==> src/rtl/sid_pkg.sv <==
// Shared audio types and constants for the serial audio blocks.
package sid;

  localparam int unsigned SAMPLE_W  = 24;
  localparam int unsigned I2S_SLOTS = 64;

  typedef struct packed {
    logic [SAMPLE_W-1:0] left;
    logic [SAMPLE_W-1:0] right;
  } audio_t;

  // 64-slot I2S frame: each 24-bit channel left-justified in a 32-slot half.
  function automatic logic [I2S_SLOTS-1:0] frame_word(input audio_t a);
    return {a.left, 8'h00, a.right, 8'h00};
  endfunction

endpackage

==> src/rtl/i2s_tx.sv <==
// I2S transmitter: stereo 24-bit samples serialised into 64-slot frames,
// with bclk derived from clk by a programmable half-period divider.
module i2s_tx
  import sid::*;
#(
  parameter int unsigned BCLK_HALF = 4
) (
  input  logic   clk,
  input  logic   rst,
  input  audio_t audio_i,
  input  logic   audio_valid,
  output logic   i2s_bclk,
  output logic   i2s_lrclk,
  output logic   i2s_sdata,
  output logic   sample_req
);

  localparam int unsigned DIV_W   = 8;
  localparam int unsigned SLOT_W  = $clog2(I2S_SLOTS);
  localparam int unsigned FRAME_W = I2S_SLOTS;
  localparam logic [DIV_W-1:0] DIV_LAST = DIV_W'(BCLK_HALF - 1);

  logic [DIV_W-1:0]   div;
  logic [SLOT_W-1:0]  slot;
  logic [SLOT_W-1:0]  slot_nxt_c;
  logic [FRAME_W-1:0] shreg;
  audio_t             hold;
  logic               div_wrap_c;

  assign div_wrap_c = (div == DIV_LAST);
  assign slot_nxt_c = slot + SLOT_W'(1);

  // Divider, slot counter, holding and shift registers; everything moves on bclk fall.
  always_ff @(posedge clk or posedge rst) begin
    if (rst) begin
      div        <= '0;
      slot       <= '1;
      shreg      <= '0;
      hold       <= '0;
      i2s_bclk   <= 1'b0;
      i2s_lrclk  <= 1'b1;
      i2s_sdata  <= 1'b0;
      sample_req <= 1'b0;
    end else begin
      sample_req <= 1'b0;
      if (audio_valid) begin
        hold <= audio_i;
      end
      if (div_wrap_c) begin
        div      <= '0;
        i2s_bclk <= ~i2s_bclk;
        if (i2s_bclk) begin
          slot      <= slot_nxt_c;
          i2s_lrclk <= slot_nxt_c[SLOT_W-1];
          // Snapshot reads the pre-write hold value, so a coincident strobe lands next frame.
          if (slot_nxt_c == '0) begin
            shreg      <= frame_word(hold);
            i2s_sdata  <= 1'b0;
            sample_req <= 1'b1;
          end else begin
            i2s_sdata <= shreg[FRAME_W-1];
            shreg     <= {shreg[FRAME_W-2:0], 1'b0};
          end
        end
      end else begin
        div <= div + DIV_W'(1);
      end
    end
  end

endmodule

==> config.mk <==
export PLATFORM = sky130hd
export DESIGN_NAME = i2s_tx
export DESIGN_NICKNAME = d
export VERILOG_FILES = /design/src/rtl/sid_pkg.sv /design/src/rtl/i2s_tx.sv
export SDC_FILE = /design/constraint.sdc
export NUM_CORES = 1
export LEC_CHECK = 0
export ABC_CLOCK_PERIOD_IN_PS = 4100
export BUFFER_PORTS_ARGS = -buffer_cell sky130_fd_sc_hd__buf_4
export CORE_ASPECT_RATIO = 2
export CORE_MARGIN = 3
export CORE_UTILIZATION = 55
export CTS_CLUSTER_SIZE = 25
export DETAILED_ROUTE_END_ITERATION = 6
export GPL_TIMING_DRIVEN = 0
export PLACE_DENSITY = 0.72
export REMOVE_ABC_BUFFERS = 1
export SYNTH_ARGS = -nofsm -noshare
export SYNTH_HDL_FRONTEND = slang
export SYNTH_SLANG_ARGS = --single-unit
==> constraint.sdc <==
create_clock -name clk -period 4.1 [get_ports clk]
set_input_delay 0.615 -clock clk [delete_from_list [all_inputs] [get_ports clk]]
set_output_delay 0.615 -clock clk [all_outputs]
set_load 0.01 [all_outputs]
==> key figures, run 1 <==
Run status
  • Status: finished clean

Power and ir drop
  • Flop pwr share: 46.7%
  • PwrDens: ~450 mW/mm2
  • Worst ir drop on vdd: between 0.4 and 0.5 mV
  • Sw Ratio: approximately a fifth
  • Clock power frac: about half
  • Pleak: between 0.002 and 0.003 uW
  • Combinational share of power: between 4 and 5%
  • Psw: roughly 550 uW
  • Total power: 2720 uW
  • Internal power component: 2170 uW

Floorplan
  • Std cell rows: 48
  • Die area: approximately 0.01 mm2
  • CORE AREA: 0.00871 mm2
  • # IOs: 55
  • Initial Utilization: ~57%
  • Die Span X: 73.3 um
  • Die H: 141 um

Synthesis
  • Adder-Cell Fraction of Synth Area: less than 1%
  • Most common cell in the netlist: nand2_1
  • Top post-synthesis cells by count: nand2_1 (121), dfrtp_1 (115), mux2_2 (48), nor2_1 (48), a31oi_1 (47)
  • FF+latch count, synth: between 100 and 150
  • Async SR Flop Fraction: between 90% and 100%
  • EDFF count, synth: 0
  • Simple-gate share of the synthesized area: between 10% and 20%
  • Xor/xnor share of the synthesized area: ~1.9%
  • Largest family of logic cells by synthesized area: simple AND/OR/NAND/NOR gates
  • Post-synthesis mux area share: a little over a tenth
  • Average size of a mapped cell: 10.7 um2
  • Top cells by area, synth: dfrtp_1 (58%), mux2_2 (11%), nand2_1 (9.1%), a31oi_1 (5.9%), nor2_1 (3.6%)
  • Synthesis Warnings: 0
  • Post-synth top flop: dfrtp_1
  • Top cell type's share of synthesized area: between 50 and 60%
  • Netlist cell types: 29
  • Synth Area in Compound Gates: approximately 6.4%
  • Post-synthesis cell count: ~470
  • Cell taking the most area after synthesis: dfrtp_1
  • Sequential area share after synthesis: 60.9%
  • Cell Area, Synth: between 0.004 and 0.005 mm2

Global routing
  • Tot GR Track Use: 20.2%
  • Pin count of the biggest net entering global routing: 103
  • Initial antenna violation count: 0
  • First-pass GRT wire length: 16.0 mm
  • Vias in the first global route: 3615
  • Total global routing overflow: 0

Clocking
  • Hold_buf cts: 0
  • Latest clock arrival within the worst-skew pair: roughly 410 ps
  • H-tree Lvls: 4
  • Root Driver: clkbuf_16
  • Clk buf depth: 2
  • CTS tree: done
  • Num CTS Buffers: 17
  • Sink Count: 121
  • Post-CTS Setup Bufs: 0
  • Worst-path clk slew: ~50 ps
  • # resized after CTS: 0

Setup path
  • Critical-path maximum fanout: 24
  • CP bufs+invs: 3
  • Worst setup EP type: register
  • Worst stage delay on the critical path: between 700 and 800 ps
  • Crit path DAT: approximately 3000 ps
  • WS Path Type: reg2reg
  • WP data required: 4410 ps
  • Startpoint types: register
  • Cell mode on critical path: buf_8
  • Worst path slowest cell: nor4_4
  • Crit-path leading delay family: simple AND/OR/NAND/NOR gates
  • Crit-path cells: or4_4, nor4_4, buf_8, buf_8, buf_8, nor2_1, a31oi_1

Detailed routing
  • Vias: between 3000 and 4000
  • First drt pass iteration count: 4
  • Vias/cell: roughly 5.6
  • # DRC: 0
  • Routed WL: around 9.4 mm
  • DR iter-0 viols: ~180
  • Post-DR wirelength/cell: between 10 and 15 um
  • Routed Antenna Nets: 0

Placed design
  • Post-Place Worst Slack: 1480 ps
  • Placed Area: between 0.005 and 0.006 mm2
  • Final GP Congestion: about 0.8
  • Hpwl dp: between 6 and 7 mm
  • Port bufs: between 50 and 60
  • Dpl cells: between 500 and 600

Timing
  • Worst slew pin tran: 929 ps
  • Slew margin rel.: a little under two fifths
  • Final setup viols: 0
  • FMAX: between 300 and 400 MHz
  • Fin Hold WS: ~140 ps
  • Final period util: between 60% and 70%
  • Post-layout min period: between 2000 and 3000 ps
  • Slew Limit Fails: 0
  • Setup Skew: 7.93 ps
  • RSZ-0062 raised after global routing: no
  • Hold Vio Cnt, Final: 0
  • Final worst slack: approximately 1500 ps

Cells and area
  • Layout area overhead: 22.6%
  • Fin cells: 630
  • Layout cell share with drive strength beyond 1: 27.9%
  • Finished Cell Area: between 0.006 and 0.007 mm2
  • ANT cells: 0
  • Final net count: 570

Hold path
  • Worst hold path type: in2async

Flow run
  • Maxcap violations: 0
## final cells by class
| class | instances | area, um2 |
|---|---|---|
| fillers | 657 | 2600 |
| clock inverters | 3 | 15.0 |
| flip-flops and latches | 121 | 3040 |
| clock buffers | 29 | 520 |
| repair buffers | 62 | 556 |
| multi-input cells | 312 | 1840 |
| inverters | 3 | 16.3 |
| well taps | 100 | 125 |
## flip-flops by register name, summed over array words and instances, names as in the netlist
name / flops
shreg: 56
hold: 48
div: 8
slot: 5
i2s_bclk: 1
i2s_lrclk: 1
i2s_sdata: 1
sample_req: 1
## final timing paths
path / startpoint / endpoint / slack (ps) / cells after the start
setup / recovery: div[5]$_DFF_PP0_ / shreg[18]$_DFFE_PP0P_ / 1450 / 7
hold / removal: rst / hold[18]$_DFFE_PP0P_ / 140 / 2
setup reg to reg: div[5]$_DFF_PP0_ / shreg[18]$_DFFE_PP0P_ / 1450 / 7
hold reg to reg: shreg[39]$_DFFE_PP0P_ / shreg[39]$_DFFE_PP0P_ / 470 / 2
max in group asynchronous: rst / hold[38]$_DFFE_PP0P_ / 3220 / 3
min in group clk: audio_i[45] / hold[45]$_DFFE_PP0P_ / 440 / 2
## placed cells by master, fill, tap and decap left out, drive strengths merged, types with 4 or more instances in the layout
cell type / Yosys / routed
a31oi: 47 / 47
buf: 6 / 62
clkbuf: 23 / 29
dfrtp: 115 / 115
dfstp: 6 / 6
mux2: 48 / 48
nand2: 121 / 121
nand3: 13 / 13
nor2: 48 / 48
nor3: 4 / 4
xnor2: 7 / 7
xor2: 4 / 4
## per-stage QoR
step	util (%)	TNS (ps)
4_1_cts	70.1	0
5_1_grt	70.1	0
6_report	70.1	0
3_5_place_dp	64.0	0
3_3_place_gp	62.0	-156080
2_1_floorplan	-	0
## cells by family after synthesis
kind of cell | count (synthesis)
xor gates and xnor gates | 11
buffers and inverters | 32
adders and majority gates | 2
AOI/OAI and AO/OA | 50
DFF | 121
muxes | 48
and+or+nand+nor | 201
## layer usage
metal | vias up | GRT usage [%] | part of all wire [%]
li1 | 1676 | - | -
met1 | 1757 | 22.0 | 39
met2 | 60 | 35.2 | 56
met3 | 14 | 6.07 | 3.5
met4 | 0 | 8.69 | 1.9
met5 | - | 0 | 0
## power by group through the flow
stage,clock network (uW),registers (uW),logic [uW]
after floorplan,0,1280,67.7
after global placement,0,1290,120
after detailed placement,0,1290,129
after global routing,1410,1270,138
after CTS,1360,1270,129
final,1330,1270,125
No activity file was read; power rests on OpenSTA's default activity.
==> run 2, diff against run 1 <==
--- a/config.mk
+++ b/config.mk
@@ -5,15 +5,15 @@
 export SDC_FILE = /design/constraint.sdc
 export NUM_CORES = 1
 export LEC_CHECK = 0
-export ABC_CLOCK_PERIOD_IN_PS = 4100
+export ABC_CLOCK_PERIOD_IN_PS = 2210
 export BUFFER_PORTS_ARGS = -buffer_cell sky130_fd_sc_hd__buf_4
 export CORE_ASPECT_RATIO = 2
 export CORE_MARGIN = 3
-export CORE_UTILIZATION = 55
+export CORE_UTILIZATION = 52
 export CTS_CLUSTER_SIZE = 25
 export DETAILED_ROUTE_END_ITERATION = 6
 export GPL_TIMING_DRIVEN = 0
-export PLACE_DENSITY = 0.72
+export PLACE_DENSITY = 0.71
 export REMOVE_ABC_BUFFERS = 1
 export SYNTH_ARGS = -nofsm -noshare
 export SYNTH_HDL_FRONTEND = slang
==> constraint.sdc (replaced) <==
create_clock -name clk -period 2.21 [get_ports clk]
set_input_delay 0.3315 -clock clk [delete_from_list [all_inputs] [get_ports clk]]
set_output_delay 0.3315 -clock clk [all_outputs]
set_load 0.01 [all_outputs]
==> run 2 against run 1 <==
  * First-iteration DRC count decreased by 14%
  * Critical path type unchanged
  * Via count is 1.5% higher
  * Largest power group unchanged
  * Highest routed layer unchanged
  * Clock power grew 89%
  * Largest cell class unchanged
==> key figures, run 2 (synthesis gave the netlist of run 1 again) <==
Run status
  • Status: finished clean

Timing
  • Slew margin rel.: 57.4%
  • Post-layout min period: 2110 ps
  • Setup Skew: between 4 and 5 ps
  • Final period util: a little over nine tenths
  • Slew Limit Fails: 0
  • FMAX: 473 MHz
  • Worst slew pin tran: about 640 ps
  • Final setup viols: 0
  • Hold Vio Cnt, Final: 0

Setup path
  • R2R depth: 8
  • Startpoint types: register
  • Crit path DAT: about 2400 ps
  • Worst R2R Setup Slack: just under 100 ps
  • Worst setup EP type: register
  • WS Path Type: reg2reg
  • Critical-path maximum fanout: 12
  • WP data required: between 2000 and 3000 ps

Floorplan
  • Die area: 0.0109 mm2
  • CORE AREA: 0.00914 mm2
  • Die Span X: between 70 and 80 um
  • Die H: approximately 140 um
  • # IOs: 55
  • Initial Utilization: a little over half
  • Std cell rows: 49

Cells and area
  • Most frequent cells in the layout: nand2_1 (121), dfrtp_1 (115), buf_4 (61)
  • Largest regs: shreg (56), hold (48), div (8)
  • Largest reg by FF count: shreg
  • Finished Cell Area: 0.00631 mm2
  • Layout area overhead: 26.7%
  • Layout cell share with drive strength beyond 1: 29.9%
  • Max reg flops: 56
  • Final net count: 582
  • ANT cells: 0
  • Commonest non-fill, non-tap cell in the layout: nand2_1

Power and ir drop
  • Pleak: 0.00283 uW
  • Total power: between 5000 and 6000 uW
  • PwrDens: 808 mW/mm2
  • Worst ir drop on vdd: 0.912 mV

Detailed routing
  • # DRC: 0
  • DR iter-0 viols: between 150 and 200
  • Vias: between 3000 and 4000
  • First drt pass iteration count: 4
  • Routed Antenna Nets: 0
  • Routed WL: just under 10 mm
  • Vias/cell: 5.53
  • Post-DR wirelength/cell: between 15 and 20 um

Clocking
  • Worst-path clk slew: roughly 50 ps
  • Sink Count: ~120
  • Num CTS Buffers: 17
  • Clk buf depth: 2
  • Latest clock arrival within the worst-skew pair: around 400 ps
  • CTS tree: done
  • H-tree Lvls: 4
  • Root Driver: clkbuf_16

Placed design
  • Placed Area: between 0.005 and 0.006 mm2
  • Port bufs: 54
  • Final GP Congestion: about 0.76
  • Hpwl dp: around 6 mm

Global routing
  • Vias in the first global route: 3571
  • Pin count of the biggest net entering global routing: 83
  • Initial antenna violation count: 0
  • Total global routing overflow: 0
  • First-pass GRT wire length: roughly 16 mm
  • Tot GR Track Use: 19.5%

Hold path
  • Hold depth: 2
  • Worst hold path type: in2reg

Flow run
  • Maxcap violations: 0
## run 2: power by group
group	switching [uW]	internal (uW)	leakage, uW
Clock	928	1580	0.000265
Combinational	92.9	140	0.00100
Sequential	46.8	2310	0.00156
## run 2: metal layers
| layer | part of all wire [%] | GRT usage [%] | up-vias |
|---|---|---|---|
| li1 | - | - | 1702 |
| met3 | 3.3 | 6.05 | 24 |
| met5 | 0 | 0 | - |
| met1 | 40 | 22.5 | 1764 |
| met2 | 54 | 33.4 | 69 |
| met4 | 2.6 | 6.91 | 0 |
## run 2: repair_timing
action / in CTS / in global routing
gates cloned: 0 / 3
buffers inserted: 2 / 5
pin swaps: 1 / 3
resized for setup: 2 / 3
endpoints found under the hold margin: 35 / 0
setup endpoints to repair: 47 / 34
hold buffers: 1 / 0
## run 2: metrics by stage
step	util (%)	hold WS (ps)	std cells	worst slack, ps	TNS, ps
after floorplan	-	438	436	-1890	-259240
after global placement	59.1	453	592	-2780	-455450
after detailed placement	61.4	359	601	-578	-13370
after CTS	67.6	141	635	2.98	0
after global routing	69.1	139	643	-39.2	-58.5
final	69.1	154	643	96.9	0
## run 2: worst paths after layout
kind	startpoint	endpoint
max in group asynchronous	rst	slot[1]$_DFFE_PP1P_
min	audio_i[12]	hold[12]$_DFFE_PP0P_
min in group asynchronous	rst	hold[43]$_DFFE_PP0P_
min reg2reg	shreg[36]$_DFFE_PP0P_	shreg[36]$_DFFE_PP0P_
max reg2reg	div[4]$_DFF_PP0_	shreg[26]$_DFFE_PP0P_
max	div[4]$_DFF_PP0_	shreg[26]$_DFFE_PP0P_
## run 2: final cells by class
cell class                 instances  area, um2
clock inverter                     9       75.1
multi-input combinational        312       1850
fill                             702       2820
tap                              102        128
timing repair buffer              74        743
inverter                           3       16.3
clock buffer                      22        464
sequential                       121       3040
## run 2: critical path, cell delays in order (launching register included)
cell and delay (ps):
dfrtp_1 410, or4_4 560, nor4_4 290, buf_8 150, buf_12 130, buf_12 140, buf_12 130, nor2_1 40
a31oi_1 170
==> run 3, diff against run 2 <==
--- a/config.mk
+++ b/config.mk
@@ -14,7 +14,6 @@
 export DETAILED_ROUTE_END_ITERATION = 6
 export GPL_TIMING_DRIVEN = 0
 export PLACE_DENSITY = 0.71
-export REMOVE_ABC_BUFFERS = 1
 export SYNTH_ARGS = -nofsm -noshare
 export SYNTH_HDL_FRONTEND = slang
 export SYNTH_SLANG_ARGS = --single-unit
==> run 3 against run 2 <==
  * Register-to-register slack got worse by 40 ps
  * Global-route usage rose by 1.8 points
  * Via count increased by 1.6%
  * Clock skew up 1.5 ps
  * Sequential share of layout area is 0.38 points higher
  * Sequential cell count is the same
  * Setup slack got worse by 42 ps
  * Die area stayed put
==> key figures, run 3 (synthesis gave the netlist of run 1 again) <==
Run status
  • Status: finished clean

Cells and area
  • Final net count: between 500 and 600
  • Largest reg by FF count: shreg
  • Max reg flops: 56
  • Commonest non-fill, non-tap cell in the layout: nand2_1
  • Finished Cell Area: ~0.0063 mm2
  • Most frequent cells in the layout: nand2_1 (121), dfrtp_1 (115), buf_4 (54)
  • Reg area: just over 0.003 mm2
  • Largest regs: shreg (56), hold (48), div (8)
  • Layout Utilization: 68.6%
  • Fillers: about 660
  • ANT cells: 0
  • Layout cell share with drive strength beyond 1: 28.3%
  • Multi-input gate area: roughly 0.0018 mm2
  • Layout area overhead: 25.7%

Global routing
  • Pin count of the biggest net entering global routing: 44
  • Total global routing overflow: 0
  • Initial antenna violation count: 0
  • Vias in the first global route: 3876
  • Tot GR Track Use: 21.3%
  • First-pass GRT wire length: 17.3 mm

Placed design
  • Placed Area: 0.00555 mm2
  • Final GP Congestion: between 0.8 and 0.9
  • Port bufs: 53
  • Hpwl dp: 7.09 mm

Timing
  • RSZ-0062 raised after global routing: no
  • Final period util: 97.5%
  • Worst slew pin tran: ~800 ps
  • FMAX: around 460 MHz
  • Post-layout min period: between 2000 and 2500 ps
  • Slew margin rel.: a little under half
  • Final setup viols: 0
  • Slew Limit Fails: 0
  • Hold Vio Cnt, Final: 0
  • Setup Skew: 5.85 ps

Hold path
  • Worst hold path type: in2async

Floorplan
  • Die H: between 100 and 150 um
  • Die area: 0.0109 mm2
  • # IOs: 55
  • Die Span X: roughly 75 um
  • CORE AREA: roughly 0.0091 mm2
  • Std cell rows: between 40 and 50
  • Initial Utilization: 54.5%

Clocking
  • Hold_buf cts: 0
  • Num CTS Buffers: 17
  • Root Driver: clkbuf_16
  • H-tree Lvls: 4
  • Sink Count: ~120
  • Latest clock arrival within the worst-skew pair: 410 ps
  • Clk buf depth: 2
  • CTS tree: done
  • Worst-path clk slew: around 50 ps

Setup path
  • WP data required: 2550 ps
  • Crit-path leading delay family: simple AND/OR/NAND/NOR gates
  • CP bufs+invs: 0
  • Worst setup EP type: register
  • Cell mode on critical path: or4_4
  • Worst stage delay on the critical path: between 500 and 600 ps
  • Critical-path maximum fanout: 4
  • WS Path Type: reg2reg
  • Startpoint types: register
  • Crit path DAT: 2490 ps
  • Worst R2R Setup Slack: about 55 ps
  • Crit-path cells: or4_4, or4_4, nor4_1, xor2_1
  • Worst path slowest cell: or4_4

Detailed routing
  • # DRC: 0
  • First drt pass iteration count: 5
  • Vias: roughly 3600
  • Routed Antenna Nets: 0
  • Routed WL: about 10 mm
  • DR iter-0 viols: between 150 and 200
  • Vias/cell: around 5.5
  • Post-DR wirelength/cell: ~16 um

Power and ir drop
  • Worst ir drop on vdd: between 0.8 and 0.9 mV
  • PwrDens: 921 mW/mm2
  • Pleak: around 0.0028 uW

Synthesis
  • Syn Nets: roughly 520

Flow run
  • Maxcap violations: 0
-- run 3: worst reg2reg max path, delay by kind of cell (launching register included) --
kind                      cells  cell delay, ps
xor gates and xnor gates      1             190
DFF                           1             410
and+or+nand+nor               3            1480
-- run 3: final timing paths --
kind | startpoint | end | depth (start not counted)
setup / recovery | div[5]$_DFF_PP0_ | i2s_lrclk$_DFFE_PP1P_ | 4
hold / removal | rst | shreg[52]$_DFFE_PP0P_ | 2
setup reg to reg | div[5]$_DFF_PP0_ | i2s_lrclk$_DFFE_PP1P_ | 4
hold reg to reg | shreg[36]$_DFFE_PP0P_ | shreg[36]$_DFFE_PP0P_ | 2
max in group asynchronous | rst | i2s_lrclk$_DFFE_PP1P_ | 4
min in group clk | audio_i[4] | hold[4]$_DFFE_PP0P_ | 2
-- run 3: cell type report --
class / instances / share of cell area (%)
plain buffers: 29 / 2.10
clock buffers: 24 / 8.01
clock inverters: 7 / 2.96
inverters: 3 / 0.240
multi-input cells: 312 / 29.1
flip-flops and latches: 121 / 48.5
well taps: 102 / 2.04
repair buffers: 56 / 7.11
-- run 3: routing by layer --
metal / GRT usage, % / wire length (um) / vias to the layer above / part of all wire (%)
li1: - / - / 1734 / -
met2: 38.3 / 5690 / 75 / 55
met4: 8.57 / 227 / 0 / 2.2
met1: 22.0 / 3970 / 1789 / 39
met3: 6.96 / 384 / 17 / 3.7
met5: 0 / 0 / - / 0
-- run 3: through the flow --
step / hold WS [ps] / instances / setup slack, ps / TNS (ps) / power (uW)
2_1_floorplan: 437 / 465 / 252 / 0 / 2510
3_3_place_gp: 449 / 620 / -303 / -37360 / 2610
3_5_place_dp: 458 / 622 / -184 / -5160 / 2640
4_1_cts: 84.0 / 654 / 27.0 / 0 / 5830
5_1_grt: 112 / 654 / 2.93 / 0 / 5950
6_report: 69.1 / 654 / 54.7 / 0 / 5770
-- run 3: power breakdown --
group	switching [uW]	total, uW	internal [uW]
sequential	50.8	2360	2310
combinational	94.9	237	142
clock	915	3170	2260
-- run 3: repair_timing --
item,CTS,global route
hold endpoints to repair,0,0
pin swaps,1,0
buffers inserted,1,0
setup endpoints to repair,60,34
gates resized for setup,4,12
